--- config.mk ---
export PLATFORM = sky130hd
export DESIGN_NAME = ppu_vram_write_port
export DESIGN_NICKNAME = d
export VERILOG_FILES = /design/src/rtl/ppu_pkg.sv /design/src/rtl/vram_addr_decode.sv /design/src/rtl/ppu_vram_write_port.sv
export SDC_FILE = /design/constraint.sdc
export NUM_CORES = 1
export LEC_CHECK = 0
export CORE_ASPECT_RATIO = 0.5
export CORE_MARGIN = 2
export CORE_UTILIZATION = 40
export CTS_BUF_LIST = sky130_fd_sc_hd__clkbuf_16
export DETAILED_ROUTE_END_ITERATION = 10
export PLACE_DENSITY = 0.75
export SYNTH_ARGS = -nofsm -noshare
export SYNTH_HDL_FRONTEND = slang
export SYNTH_SLANG_ARGS = --single-unit
--- constraint.sdc ---
create_clock -name clk -period 2.9 [get_ports clk]
set_clock_uncertainty 0.05 [all_clocks]
set_input_delay 0.29 -clock clk [delete_from_list [all_inputs] [get_ports clk]]
set_output_delay 0.29 -clock clk [all_outputs]
set_load 0.1 [all_outputs]
--- src/rtl/ppu_pkg.sv ---
// Shared constants and types for the PPU VRAM write port: region map,
// per-region local address widths and the write-window FSM states.
package ppu_pkg;

    localparam logic [12:0] TILE_BASE    = 13'h0000;
    localparam logic [12:0] PATTERN_BASE = 13'h0800;
    localparam logic [12:0] PALETTE_BASE = 13'h1800;
    localparam logic [12:0] SPRITE_BASE  = 13'h1A00;
    localparam logic [12:0] SPRITE_LAST  = 13'h1A27;

    localparam int TILE_AW    = 11;
    localparam int PATTERN_AW = 12;
    localparam int PALETTE_AW = 9;
    localparam int SPRITE_AW  = 6;
    localparam int LOCAL_AW   = 12;

    // Bit positions inside the decoder's region one-hot
    localparam int RGN_TILE    = 0;
    localparam int RGN_PATTERN = 1;
    localparam int RGN_PALETTE = 2;
    localparam int RGN_SPRITE  = 3;

    typedef enum logic [1:0] {
        S_RENDER,
        S_IRQ,
        S_WAIT_BUSY,
        S_WINDOW
    } vram_wr_state_t;

endpackage

--- src/rtl/vram_addr_decode.sv ---
// Combinational map from a 13-bit VRAM word address to a region one-hot,
// the address local to that region, and an out-of-range indication.
module vram_addr_decode
    import ppu_pkg::*;
(
    input  logic [12:0]         addr,
    output logic [3:0]          region,
    output logic [LOCAL_AW-1:0] local_addr,
    output logic                oob
);

    // Regions are contiguous, so ascending compares pick exactly one
    always_comb begin
        region     = '0;
        local_addr = '0;
        oob        = 1'b0;
        if (addr < PATTERN_BASE) begin
            region[RGN_TILE] = 1'b1;
            local_addr       = LOCAL_AW'(addr - TILE_BASE);
        end else if (addr < PALETTE_BASE) begin
            region[RGN_PATTERN] = 1'b1;
            local_addr          = LOCAL_AW'(addr - PATTERN_BASE);
        end else if (addr < SPRITE_BASE) begin
            region[RGN_PALETTE] = 1'b1;
            local_addr          = LOCAL_AW'(addr - PALETTE_BASE);
        end else if (addr <= SPRITE_LAST) begin
            region[RGN_SPRITE] = 1'b1;
            local_addr         = LOCAL_AW'(addr - SPRITE_BASE);
        end else begin
            oob = 1'b1;
        end
    end

endmodule

--- src/rtl/ppu_vram_write_port.sv ---
// PPU-side responder for HPS VRAM writes: opens a write window each vblank,
// routes accepted writes to the tile/pattern/palette/sprite RAM ports.
module ppu_vram_write_port
    import ppu_pkg::*;
#(
    parameter int BUSY_TIMEOUT = 64,
    parameter int DROP_CNT_W   = 8
) (
    input  logic                  clk,
    input  logic                  rst_n,
    input  logic                  vblank_start,
    input  logic                  vblank_end_soon,
    output logic                  cpu_vram_wr_irq,
    input  logic                  cpu_wr_busy,
    input  logic [12:0]           h2f_vram_wraddr,
    input  logic                  h2f_vram_wren,
    input  logic [63:0]           h2f_vram_wrdata,
    input  logic [7:0]            h2f_vram_byteena,
    output logic                  tile_wren,
    output logic [TILE_AW-1:0]    tile_wraddr,
    output logic                  pattern_wren,
    output logic [PATTERN_AW-1:0] pattern_wraddr,
    output logic                  palette_wren,
    output logic [PALETTE_AW-1:0] palette_wraddr,
    output logic                  sprite_wren,
    output logic [SPRITE_AW-1:0]  sprite_wraddr,
    output logic [63:0]           ram_wrdata,
    output logic [7:0]            ram_byteena,
    output logic                  window_open,
    output logic [DROP_CNT_W-1:0] drop_count,
    output logic                  oob_err,
    output logic                  forced_close,
    input  logic                  status_clr
);

    localparam int TIMER_W = ($clog2(BUSY_TIMEOUT) > 0) ? $clog2(BUSY_TIMEOUT) : 1;
    localparam logic [TIMER_W-1:0] TIMER_LAST = TIMER_W'(BUSY_TIMEOUT - 1);

    vram_wr_state_t      state;
    logic [TIMER_W-1:0]  timer;

    logic [3:0]          dec_region;
    logic [LOCAL_AW-1:0] dec_local;
    logic                dec_oob;

    logic accept;
    logic drop;
    logic wr_ok;
    logic force_evt;

    vram_addr_decode u_decode (
        .addr       (h2f_vram_wraddr),
        .region     (dec_region),
        .local_addr (dec_local),
        .oob        (dec_oob)
    );

    // The window flag is the registered view of the state, so a write that
    // lands on the closing cycle still sees window_open high and is kept.
    assign accept = h2f_vram_wren && window_open;
    assign drop   = h2f_vram_wren && !window_open;
    assign wr_ok  = accept && !dec_oob;

    // Busy rising takes priority in WAIT_BUSY; busy falling wins in WINDOW
    assign force_evt = vblank_end_soon &&
                       (((state == S_WAIT_BUSY) && !cpu_wr_busy) ||
                        ((state == S_WINDOW)    &&  cpu_wr_busy));

    always_ff @(posedge clk or negedge rst_n) begin
        if (!rst_n) begin
            state           <= S_RENDER;
            timer           <= '0;
            cpu_vram_wr_irq <= 1'b0;
            window_open     <= 1'b0;
        end else begin
            cpu_vram_wr_irq <= 1'b0;
            case (state)
                S_RENDER: begin
                    if (vblank_start) begin
                        state           <= S_IRQ;
                        cpu_vram_wr_irq <= 1'b1;
                        window_open     <= 1'b1;
                    end
                end
                S_IRQ: begin
                    state <= S_WAIT_BUSY;
                    timer <= '0;
                end
                S_WAIT_BUSY: begin
                    if (cpu_wr_busy) begin
                        state <= S_WINDOW;
                    end else if (vblank_end_soon || (timer == TIMER_LAST)) begin
                        state       <= S_RENDER;
                        window_open <= 1'b0;
                    end else begin
                        timer <= timer + 1'b1;
                    end
                end
                S_WINDOW: begin
                    if (!cpu_wr_busy || vblank_end_soon) begin
                        state       <= S_RENDER;
                        window_open <= 1'b0;
                    end
                end
                default: begin
                    state       <= S_RENDER;
                    window_open <= 1'b0;
                end
            endcase
        end
    end

    // Write strobes pulse for one cycle; addresses and data hold between writes
    always_ff @(posedge clk or negedge rst_n) begin
        if (!rst_n) begin
            tile_wren      <= 1'b0;
            pattern_wren   <= 1'b0;
            palette_wren   <= 1'b0;
            sprite_wren    <= 1'b0;
            tile_wraddr    <= '0;
            pattern_wraddr <= '0;
            palette_wraddr <= '0;
            sprite_wraddr  <= '0;
            ram_wrdata     <= '0;
            ram_byteena    <= '0;
        end else begin
            tile_wren    <= wr_ok && dec_region[RGN_TILE];
            pattern_wren <= wr_ok && dec_region[RGN_PATTERN];
            palette_wren <= wr_ok && dec_region[RGN_PALETTE];
            sprite_wren  <= wr_ok && dec_region[RGN_SPRITE];
            if (wr_ok && dec_region[RGN_TILE])
                tile_wraddr <= dec_local[TILE_AW-1:0];
            if (wr_ok && dec_region[RGN_PATTERN])
                pattern_wraddr <= dec_local[PATTERN_AW-1:0];
            if (wr_ok && dec_region[RGN_PALETTE])
                palette_wraddr <= dec_local[PALETTE_AW-1:0];
            if (wr_ok && dec_region[RGN_SPRITE])
                sprite_wraddr <= dec_local[SPRITE_AW-1:0];
            if (wr_ok) begin
                ram_wrdata  <= h2f_vram_wrdata;
                ram_byteena <= h2f_vram_byteena;
            end
        end
    end

    // Status: a set event in the same cycle as status_clr wins
    always_ff @(posedge clk or negedge rst_n) begin
        if (!rst_n) begin
            drop_count   <= '0;
            oob_err      <= 1'b0;
            forced_close <= 1'b0;
        end else begin
            if (drop) begin
                if (status_clr)
                    drop_count <= DROP_CNT_W'(1);
                else if (drop_count != '1)
                    drop_count <= drop_count + 1'b1;
            end else if (status_clr) begin
                drop_count <= '0;
            end

            if (accept && dec_oob)
                oob_err <= 1'b1;
            else if (status_clr)
                oob_err <= 1'b0;

            if (force_evt)
                forced_close <= 1'b1;
            else if (status_clr)
                forced_close <= 1'b0;
        end
    end

endmodule

==> load_flow_metrics.sql, run 1 <==
INSERT INTO impl_metrics (metric_group, metric, value, unit) VALUES
('outcome', 'status', 'completed', ''),
('die', 'floorplan.initialDensity', '0.407', ''),
('die', 'io_pins', '218', ''),
('die', 'chipWidth', '170', 'um'),
('yosys', 'synth_largest_area_cell', 'dfrtp_1', ''),
('worst_setup_path', 'cp-end-kind', 'flip-flop', ''),
('run', 'drv.max_cap_violation_count', '0', ''),
('timing', 'fin_crit_sh', '0.813', ''),
('die', 'core-area', '13500', 'um^2'),
('drt', 'route.detailed.drc', '0', ''),
('worst_setup_path', 'worst_setup_path_start_kind', 'primary input', ''),
('global_routing', 'grt_pass1_wl', '20800', 'um'),
('timing', 'timing.fmax', '0.424', 'GHz'),
('yosys', 'synth_nets', '478', ''),
('global_routing', 'grt_overflow', '0', ''),
('worst_setup_path', 'critical_path.cell_chain', 'clkdlybuf4s50_1, or3_1, a221oi_2, nor3b_2, a21oi_4, buf_12, mux2_2', ''),
('yosys', 'synth.yosys.seq_area_share', '0.611', ''),
('drt', 'detailedRoute.firstIterationViolations', '166', ''),
('timing', 'post_layout_min_period', '2360', 'ps'),
('yosys', 'avgSynthCellArea', '14.5', 'um^2'),
('clock_network', 'cts_tree', 'built', ''),
('yosys', 'syn_area', '5490', 'um^2'),
('timing', 'setup-tns-final', '0', 'ps'),
('clock_network', 'insertion_delay_to_the_later_sink_of_the_worst_skew_pair', '400', 'ps'),
('yosys', 'ys_async_sr_fraction', '1.00', ''),
('timing', 'setup_viol', '0', ''),
('worst_setup_path', 'crit_required', '3130', 'ps'),
('clock_network', 'cts_sinks', '134', ''),
('clock_network', 'cts_setup_buffers', '0', ''),
('drt', 'wl', '13400', 'um'),
('global_routing', 'pin_count_of_the_biggest_net_entering_global_routing', '87', ''),
('worst_setup_path', 'arrival', '2590', 'ps'),
('clock_network', 'htree_levels', '4', ''),
('yosys', 'synth.ff_latch_count', '134', ''),
('timing', 'timing_max_transition_violations_final', '0', ''),
('clock_network', 'ctsLongestPathBuffers', '2', ''),
('worst_setup_path', 'cp_max_fo', '40', ''),
('yosys', 'yosys.area.top_type_share', '0.611', ''),
('place', 'port-buffer-count', '217', ''),
('worst_hold_path', 'hold_path.class', 'in -> async', ''),
('clock_network', 'cts_buffers', '17', ''),
('global_routing', 'overall_fraction_of_global_route_tracks_in_use', '0.182', ''),
('timing', 'worst_slew_margin_rel', '0.557', ''),
('drt', 'via_count', '3922', ''),
('place', 'post-dp-hpwl', '9530', 'um'),
('yosys', 'post-synth-top-count-cell', 'dfrtp_1', ''),
('die', 'std_cell_rows', '30', ''),
('timing', 'finalHoldViolCount', '0', ''),
('clock_network', 'clkSlewWorstSetupHoldPaths', '60', 'ps'),
('yosys', 'synth_common_cells', 'dfrtp_1, mux2_2, inv_1', ''),
('drt', 'route.antenna.remaining_nets', '0', ''),
('global_routing', 'grt_pass1_vias', '3874', ''),
('worst_setup_path', 'timing_worst_setup_path_type', 'in -> reg', ''),
('drt', 'avgRoutedWirePerCell', '16.7', 'um'),
('clock_network', 'cts.repair.resized', '0', ''),
('cells_and_area', 'area_growth_syn_to_layout', '48.8', '%'),
('worst_setup_path', 'path_delay_family', 'buffers and inverters', ''),
('worst_setup_path', 'slowest_delay', '450', 'ps'),
('cells_and_area', 'final_nets', '715', ''),
('yosys', 'synth_warnings', '0', ''),
('yosys', 'synth_edf_count', '0', ''),
('die', 'die_h', '86.8', 'um'),
('worst_setup_path', 'cp_num_buf_inv', '2', ''),
('yosys', 'synth_ff_type', 'dfrtp_1', ''),
('drt', 'firstDrtPassIters', '5', ''),
('timing', 'unrepaired_setup_endpoints_after_global_routing', 'false', ''),
('die', 'die_area', '14700', 'um^2'),
('cells_and_area', 'num_antenna_cells', '0', ''),
('clock_network', 'cts_hold_buf', '1', ''),
('place', 'routabilityCongestion', '0.761', ''),
('drt', 'avgViaCountPerCell', '4.88', ''),
('yosys', 'count_of_mapped_cells_out_of_synthesis', '379', ''),
('clock_network', 'clock_tree.root_cell', 'clkbuf_16', ''),
('timing', 'worstMarginPinSlew', '663', 'ps'),
('cells_and_area', 'layout-drive-gt1-share', '0.449', ''),
('worst_setup_path', 'cp_slowest_cell', 'clkdlybuf4s50_1', ''),
('yosys', 'yosys.cell_types.count', '45', ''),
('yosys', 'synthTopCellsByArea', 'dfrtp_1, mux2_2, ha_1', ''),
('global_routing', 'antenna_violations_before_repair', '0', '');
[state kept, by name, summed over array words and instances, names as in the netlist]
name and cells:
window_open 1, cpu_vram_wr_irq 1, ram_wrdata 64, drop_count 8, timer 6, tile_wraddr 11, palette_wren 1, tile_wren 1
sprite_wren 1, state 2, pattern_wren 1, oob_err 1, forced_close 1, sprite_wraddr 6, ram_byteena 8, palette_wraddr 9
pattern_wraddr 12
[layout by cell type, fill, tap and decap left out, types with 2 or more instances in the layout]
cell,instances
a211oi_1,3
a21oi_1,5
a31o_2,2
a31oi_1,2
and2_1,3
and3_1,5
buf_12,3
buf_4,138
bufinv_16,2
clkbuf_16,17
clkdlybuf4s50_1,90
clkinv_1,2
clkinv_2,4
clkinv_4,2
clkinvlp_4,3
dfrtp_1,134
ha_1,7
inv_1,12
mux2_1,6
mux2_2,103
mux2i_1,3
nand2_1,9
nand2b_1,3
nand3_1,11
nand4_1,6
nor2_1,7
nor2b_1,3
nor3_1,3
nor3b_1,2
o21ai_0,11
o22ai_1,2
xnor2_1,2
xor2_1,4
[routing by layer]
layer | share of wire | vias to the layer above | GRT usage
met4 | 0.011 | 0 | 0.0575
li1 | - | 1844 | -
met3 | 0.038 | 16 | 0.0338
met2 | 0.51 | 90 | 0.318
met1 | 0.44 | 1972 | 0.232
met5 | 0 | - | 0
[layout make-up]
| class | count | area (um^2) |
|---|---|---|
| Fill cell | 1095 | 5310 |
| Inverter | 12 | 45.0 |
| Tap cell | 176 | 220 |
| Timing Repair Buffer | 232 | 2010 |
| Multi-Input combinational cell | 219 | 1980 |
| Clock inverter | 14 | 136 |
| Clock buffer | 17 | 425 |
| Sequential cell | 134 | 3350 |
[path summary, 6_finish.rpt]
check,from,to,slack (ps),cells after the start
worst max-delay path,h2f_vram_wraddr[6],ram_wrdata[49]$_DFFE_PN0P_,540,7
worst min-delay path,rst_n,forced_close$_DFFE_PN0P_,280,2
worst max register to register,drop_count[0]$_DFFE_PN0P_,drop_count[5]$_DFFE_PN0P_,940,6
worst min register to register,tile_wraddr[10]$_DFFE_PN0P_,tile_wraddr[10]$_DFFE_PN0P_,430,2
max in group asynchronous,rst_n,palette_wraddr[7]$_DFFE_PN0P_,1770,3
min in group clk,tile_wraddr[10]$_DFFE_PN0P_,tile_wraddr[10]$_DFFE_PN0P_,430,2
[stage by stage]
stage	hold WS, ps	utilization	cells	setup WS (ps)	instance area (um^2)
3_3_place_gp	163	0.564	772	186	7600
6_report	280	0.606	804	541	8170
5_1_grt	321	0.606	804	428	8170
3_5_place_dp	165	0.564	772	137	7600
2_1_floorplan	-55.6	-	379	584	5490
4_1_cts	273	0.606	804	552	8170
[logic make-up (layout without fill, tap and decap cells)]
logic type,count (synthesis),count (layout),share of synthesized area
buf+inv,26,275,0.0280
simple gates,60,60,0.0631
xor+xnor,6,6,0.00957
flops,134,134,0.611
mux,112,112,0.229
fa+ha+maj,7,7,0.0160
compound gates,34,34,0.0435
[worst register-to-register path, stage by stage (launching register included)]
cell,delay (ps)
dfrtp_1,460
ha_1,290
and2_1,190
a41oi_1,450
nand4_1,170
xor2_1,170
nor2_1,50
Power of run 1 is not shown: default switching activity piles up to over one toggle a cycle in this logic, so the estimate is an artifact.
==> run 2, diff against run 1 <==
- clock period: 2.9 -> 2.4 ns (I/O delays scaled with it)
==> run 2 against run 1 <==
Routed wire length increased by 0.35%. Final cell count increased by 1.7%. Largest cell class unchanged. Critical path depth unchanged. Via count increased by 2.3%. Worst hold slack got worse by 110 ps. Worst setup slack got worse by 400 ps. Cell area increased by 2.5%. First-iteration DRC count increased by 19%. Sequential share of layout area decreased by 0.98 points. Sequential cell count unchanged.
==> load_flow_metrics.sql, run 2 (synthesis results as in run 1) <==
INSERT INTO impl_metrics (metric_group, metric, value, unit) VALUES
('timing', 'timing.fmax', '0.442', 'GHz'),
('drt', 'detailedRoute.firstIterationViolations', '198', ''),
('clock_network', 'clock_tree.root_cell', 'clkbuf_16', ''),
('cells_and_area', 'layout.cells.most_common_list', 'buf_4, dfrtp_1, mux2_2', ''),
('die', 'floorplan.initialDensity', '0.407', ''),
('global_routing', 'overall_fraction_of_global_route_tracks_in_use', '0.186', ''),
('die', 'core-area', '13500', 'um^2'),
('worst_setup_path', 'slowest_delay', '470', 'ps'),
('worst_setup_path', 'critical_path.cell_chain', 'clkdlybuf4s50_1, or3_1, nor4_2, nor3b_2, a21oi_4, buf_12, mux2_2', ''),
('worst_setup_path', 'worst_setup_path_start_kind', 'primary input', ''),
('cells_and_area', 'postLayoutCoreUtil', '0.621', ''),
('global_routing', 'antenna_violations_before_repair', '0', ''),
('drt', 'avgViaCountPerCell', '4.90', ''),
('timing', 'worst_slew_margin_rel', '0.640', ''),
('clock_network', 'cts_tree', 'built', ''),
('global_routing', 'grt_util_met2', '0.321', ''),
('global_routing', 'pin_count_of_the_biggest_net_entering_global_routing', '46', ''),
('cells_and_area', 'mostFrequentLayoutCell', 'buf_4', ''),
('place', 'post-dp-hpwl', '9840', 'um'),
('die', 'die_h', '86.8', 'um'),
('global_routing', 'grt_overflow', '0', ''),
('global_routing', 'globalRoute.busiestLayer', 'met2', ''),
('worst_hold_path', 'hold_path.class', 'in -> async', ''),
('clock_network', 'cts_sinks', '134', ''),
('worst_setup_path', 'timing_worst_setup_path_type', 'in -> reg', ''),
('place', 'routabilityCongestion', '0.781', ''),
('drt', 'firstDrtPassIters', '5', ''),
('timing', 'setup_viol', '0', ''),
('clock_network', 'ctsLongestPathBuffers', '2', ''),
('global_routing', 'grt_pass1_vias', '4045', ''),
('worst_setup_path', 'cp_num_buf_inv', '2', ''),
('clock_network', 'htree_levels', '4', ''),
('die', 'die_area', '14700', 'um^2'),
('cells_and_area', 'largest_register_ffs', '64', ''),
('run', 'drv.max_cap_violation_count', '0', ''),
('worst_setup_path', 'arrival', '2490', 'ps'),
('cells_and_area', 'top_regs', 'ram_wrdata (64), pattern_wraddr (12), tile_wraddr (11)', ''),
('global_routing', 'globalRouteMet3Util', '0.0402', ''),
('place', 'place.detailed.instances', '785', ''),
('timing', 'fin_crit_sh', '0.943', ''),
('global_routing', 'grtUsageMet1', '0.236', ''),
('timing', 'setup-tns-final', '0', 'ps'),
('outcome', 'status', 'completed', ''),
('cells_and_area', 'filler_cell_count', '1074', ''),
('die', 'std_cell_rows', '30', ''),
('place', 'port-buffer-count', '217', ''),
('cells_and_area', 'final_nets', '728', ''),
('cells_and_area', 'regMostFlops', 'ram_wrdata', ''),
('timing', 'hold_slack', '165', 'ps'),
('cells_and_area', 'num_antenna_cells', '0', ''),
('cells_and_area', 'layout.cells.non_filler', '818', ''),
('timing', 'finalHoldViolCount', '0', ''),
('timing', 'post_layout_min_period', '2260', 'ps'),
('worst_setup_path', 'cp_slowest_cell', 'clkdlybuf4s50_1', ''),
('drt', 'route.detailed.drc', '0', ''),
('clock_network', 'clkSlewWorstSetupHoldPaths', '60', 'ps'),
('timing', 'worstMarginPinSlew', '540', 'ps'),
('die', 'chipWidth', '170', 'um'),
('worst_setup_path', 'cp_max_fo', '28', ''),
('worst_setup_path', 'path_delay_family', 'simple AND/OR/NAND/NOR gates', ''),
('timing', 'timing_max_transition_violations_final', '0', ''),
('global_routing', 'grt_pass1_wl', '21200', 'um'),
('drt', 'wl', '13400', 'um'),
('clock_network', 'cts.repair.resized', '0', ''),
('worst_setup_path', 'cp-end-kind', 'flip-flop', ''),
('cells_and_area', 'layout-drive-gt1-share', '0.464', ''),
('clock_network', 'insertion_delay_to_the_later_sink_of_the_worst_skew_pair', '400', 'ps'),
('worst_setup_path', 'crit_required', '2630', 'ps'),
('drt', 'via_count', '4011', ''),
('timing', 'unrepaired_setup_endpoints_after_global_routing', 'false', ''),
('cells_and_area', 'area_growth_syn_to_layout', '52.5', '%'),
('clock_network', 'cts_setup_buffers', '0', ''),
('die', 'io_pins', '218', ''),
('clock_network', 'cts_buffers', '17', ''),
('drt', 'avgRoutedWirePerCell', '16.4', 'um'),
('drt', 'route.antenna.remaining_nets', '0', '');
==> run 2: cell types whose count changed in the layout (fill, tap and decap cells not counted), sizes merged <==
cell    previous run  this run
inv               13        16
bufinv             2         4
clkinv             8         4
buf              141       154
==> run 2: worst paths after layout <==
path                                              from                            to  slack (ps)  cells after the start
setup / recovery                    h2f_vram_wraddr[7]    ram_wrdata[36]$_DFFE_PN0P_         140                      7
hold / removal                                   rst_n      forced_close$_DFFE_PN0P_         170                      2
setup reg to reg             drop_count[0]$_DFFE_PN0P_     drop_count[5]$_DFFE_PN0P_         440                      6
hold reg to reg            tile_wraddr[10]$_DFFE_PN0P_   tile_wraddr[10]$_DFFE_PN0P_         430                      2
max in group asynchronous                        rst_n  sprite_wraddr[3]$_DFFE_PN0P_        1420                      3
min in group clk                    h2f_vram_wrdata[0]     ram_wrdata[0]$_DFFE_PN0P_         390                      2
==> run 2: metal layers <==
metal / vias up / share of wire
met5: - / 0
met4: 0 / 0.019
met3: 26 / 0.038
met2: 108 / 0.51
met1: 2007 / 0.43
li1: 1870 / -
==> run 2: final cells by class <==
class,count,area (um^2),share of cell area
clock buffers,17,425,0.0508
repair buffers,245,2140,0.256
multi-input cells,219,1980,0.237
well taps,176,220,0.0263
inverters,12,45.0,0.00538
flip-flops and latches,134,3350,0.401
clock inverters,15,201,0.0241
==> run 2: per-stage QoR <==
step                area [um^2]  setup WS (ps)
finish                     8370            137
global route               8370          0.266
CTS                        8370            117
detailed placement         7730           -305
global placement           7730           -260
floorplan                  5490           83.9
==> run 2: timing repair <==
item | in CTS | in global routing
hold endpoints to repair | 97 | 0
hold buffers | 1 | 0
setup endpoints to repair | 0 | 23
Power of run 2 is left out for the same reason.
==> run 3, diff against run 2 <==
- RECOVER_POWER: default -> 50
==> run 3 against run 2 <==
Register-to-register slack barely moved. Critical path depth did not move. Clock-buffer cell count did not move. Worst hold slack improved by 140 ps. First-iteration DRC count rose by 4.5%. Sequential share of layout area rose by 1.2 points. Non-clock buffer count did not move. Critical path type unchanged. Maximum frequency barely moved. Via count fell by 0.62%. Utilization fell by 1.8 points. Die area did not move. Sequential cell count did not move.
==> load_flow_metrics.sql, run 3 (synthesis results as in run 1) <==
INSERT INTO impl_metrics (metric_group, metric, value, unit) VALUES
('cells_and_area', 'final_nets', '728', ''),
('drt', 'route.detailed.drc', '0', ''),
('timing', 'worstMarginPinSlew', '1220', 'ps'),
('cells_and_area', 'regMostFlops', 'ram_wrdata', ''),
('outcome', 'status', 'completed', ''),
('place', 'place.detailed.instances', '785', ''),
('worst_setup_path', 'ff2ff_path_depth', '6', ''),
('worst_hold_path', 'hold_path.class', 'in -> async', ''),
('die', 'std_cell_rows', '30', ''),
('run', 'drv.max_cap_violation_count', '0', ''),
('cells_and_area', 'num_antenna_cells', '0', ''),
('worst_setup_path', 'worst_setup_path_start_kind', 'primary input', ''),
('cells_and_area', 'largest_register_ffs', '64', ''),
('drt', 'via_count', '3986', ''),
('global_routing', 'antenna_violations_before_repair', '0', ''),
('worst_setup_path', 'critical_path.cell_chain', 'clkdlybuf4s50_1, or3_1, nor4_2, nor3b_2, a21oi_4, buf_12, mux2_2', ''),
('cells_and_area', 'filler_cell_count', '1122', ''),
('timing', 'setup_viol', '0', ''),
('worst_setup_path', 'timing_worst_setup_path_type', 'in -> reg', ''),
('clock_network', 'ctsLongestPathBuffers', '2', ''),
('cells_and_area', 'layout.cells.most_common_list', 'dfrtp_1, mux2_2, buf_4', ''),
('cells_and_area', 'mostFrequentLayoutCell', 'dfrtp_1', ''),
('worst_setup_path', 'crit_cells', '7', ''),
('drt', 'avgRoutedWirePerCell', '16.5', 'um'),
('timing', 'worst_slew_margin_rel', '0.189', ''),
('cells_and_area', 'area_growth_syn_to_layout', '48.0', '%'),
('global_routing', 'grt_overflow', '0', ''),
('clock_network', 'clock_tree.root_cell', 'clkbuf_16', ''),
('worst_setup_path', 'cp_num_buf_inv', '2', ''),
('worst_setup_path', 'crit-reg2reg-capture', 'drop_count[5]$_DFFE_PN0P_', ''),
('worst_setup_path', 'slowest_delay', '470', 'ps'),
('clock_network', 'cts_buffers', '17', ''),
('clock_network', 'cts_tree', 'built', ''),
('global_routing', 'pin_count_of_the_biggest_net_entering_global_routing', '46', ''),
('global_routing', 'grt_pass1_vias', '4045', ''),
('drt', 'wl', '13500', 'um'),
('worst_setup_path', 'crit_required', '2630', 'ps'),
('global_routing', 'overall_fraction_of_global_route_tracks_in_use', '0.186', ''),
('drt', 'firstDrtPassIters', '4', ''),
('place', 'port-buffer-count', '217', ''),
('timing', 'setup-tns-final', '0', 'ps'),
('place', 'post-dp-hpwl', '9840', 'um'),
('worst_setup_path', 'cp-end-kind', 'flip-flop', ''),
('drt', 'avgViaCountPerCell', '4.87', ''),
('die', 'die_area', '14700', 'um^2'),
('clock_network', 'cts.repair.resized', '0', ''),
('cells_and_area', 'layout-drive-gt1-share', '0.377', ''),
('drt', 'route.antenna.remaining_nets', '0', ''),
('cells_and_area', 'combined_area_of_the_multi_input_logic_cells', '1980', 'um^2'),
('timing', 'finalHoldViolCount', '0', ''),
('timing', 'unrepaired_setup_endpoints_after_global_routing', 'false', ''),
('cells_and_area', 'regArea', '3350', 'um^2'),
('drt', 'detailedRoute.firstIterationViolations', '207', ''),
('timing', 'timing_max_transition_violations_final', '0', ''),
('worst_setup_path', 'cp_max_fo', '28', ''),
('clock_network', 'htree_levels', '4', ''),
('global_routing', 'grt_pass1_wl', '21200', 'um'),
('worst_setup_path', 'reg2reg_slack', '440', 'ps'),
('cells_and_area', 'top_regs', 'ram_wrdata (64), pattern_wraddr (12), tile_wraddr (11)', ''),
('die', 'die_h', '86.8', 'um'),
('die', 'floorplan.initialDensity', '0.407', ''),
('timing', 'post_layout_min_period', '2260', 'ps'),
('clock_network', 'insertion_delay_to_the_later_sink_of_the_worst_skew_pair', '400', 'ps'),
('worst_setup_path', 'cp_slowest_cell', 'clkdlybuf4s50_1', ''),
('worst_setup_path', 'arrival', '2490', 'ps'),
('timing', 'timing.fmax', '0.442', 'GHz'),
('clock_network', 'cts_sinks', '134', ''),
('worst_setup_path', 'critical_path.startpoint', 'h2f_vram_wraddr[7]', ''),
('cells_and_area', 'layout.cells.non_filler', '818', ''),
('timing', 'fin_crit_sh', '0.943', ''),
('place', 'routabilityCongestion', '0.781', ''),
('clock_network', 'clkSlewWorstSetupHoldPaths', '60', 'ps'),
('die', 'chipWidth', '170', 'um'),
('die', 'io_pins', '218', ''),
('worst_setup_path', 'path_delay_family', 'simple AND/OR/NAND/NOR gates', ''),
('die', 'core-area', '13500', 'um^2'),
('worst_setup_path', 'worstReg2RegStart', 'drop_count[0]$_DFFE_PN0P_', '');
[run 3: repair_timing]
action | 4_1_cts | 5_1_grt
hold buffers | 1 | 0
buffers inserted | 0 | 0
hold endpoints to repair | 97 | 0
setup endpoints to repair | 0 | 23
[run 3: layer usage]
metal / wire length, um / part of all wire / up-vias / global-route usage
li1: - / - / 1861 / -
met1: 5810 / 0.43 / 1995 / 0.236
met2: 6890 / 0.51 / 104 / 0.321
met3: 530 / 0.039 / 26 / 0.0402
met4: 255 / 0.019 / 0 / 0.0660
met5: 0 / 0 / - / 0
[run 3: worst max path at each step]
stage / end / slack (ps)
floorplan: drop_count[5]$_DFFE_PN0P_ / 80
global placement: ram_wrdata[5]$_DFFE_PN0P_ / -260
detailed placement: ram_wrdata[8]$_DFFE_PN0P_ / -300
CTS: ram_wrdata[36]$_DFFE_PN0P_ / 120
global route: ram_wrdata[42]$_DFFE_PN0P_ / 0.3
finish: ram_wrdata[36]$_DFFE_PN0P_ / 140
[run 3: area by class of cell]
| cell class | instances | area share |
|---|---|---|
| Inverter | 12 | 0.00554 |
| Clock inverter | 15 | 0.0248 |
| Clock buffer | 17 | 0.0523 |
| Timing Repair Buffer | 245 | 0.234 |
| Sequential cell | 134 | 0.413 |
| Multi-Input combinational cell | 219 | 0.244 |
| Tap cell | 176 | 0.0271 |
[run 3: through the flow]
step	utilization	hold WS (ps)	instance area (um^2)	setup slack (ps)
finish	0.603	300	8130	136
CTS	0.621	160	8370	117
floorplan	-	-106	5490	83.9
detailed placement	0.574	52.2	7730	-305
global route	0.603	359	8130	0.266
global placement	0.574	51.0	7730	-260
Power of run 3 is left out for the same reason.
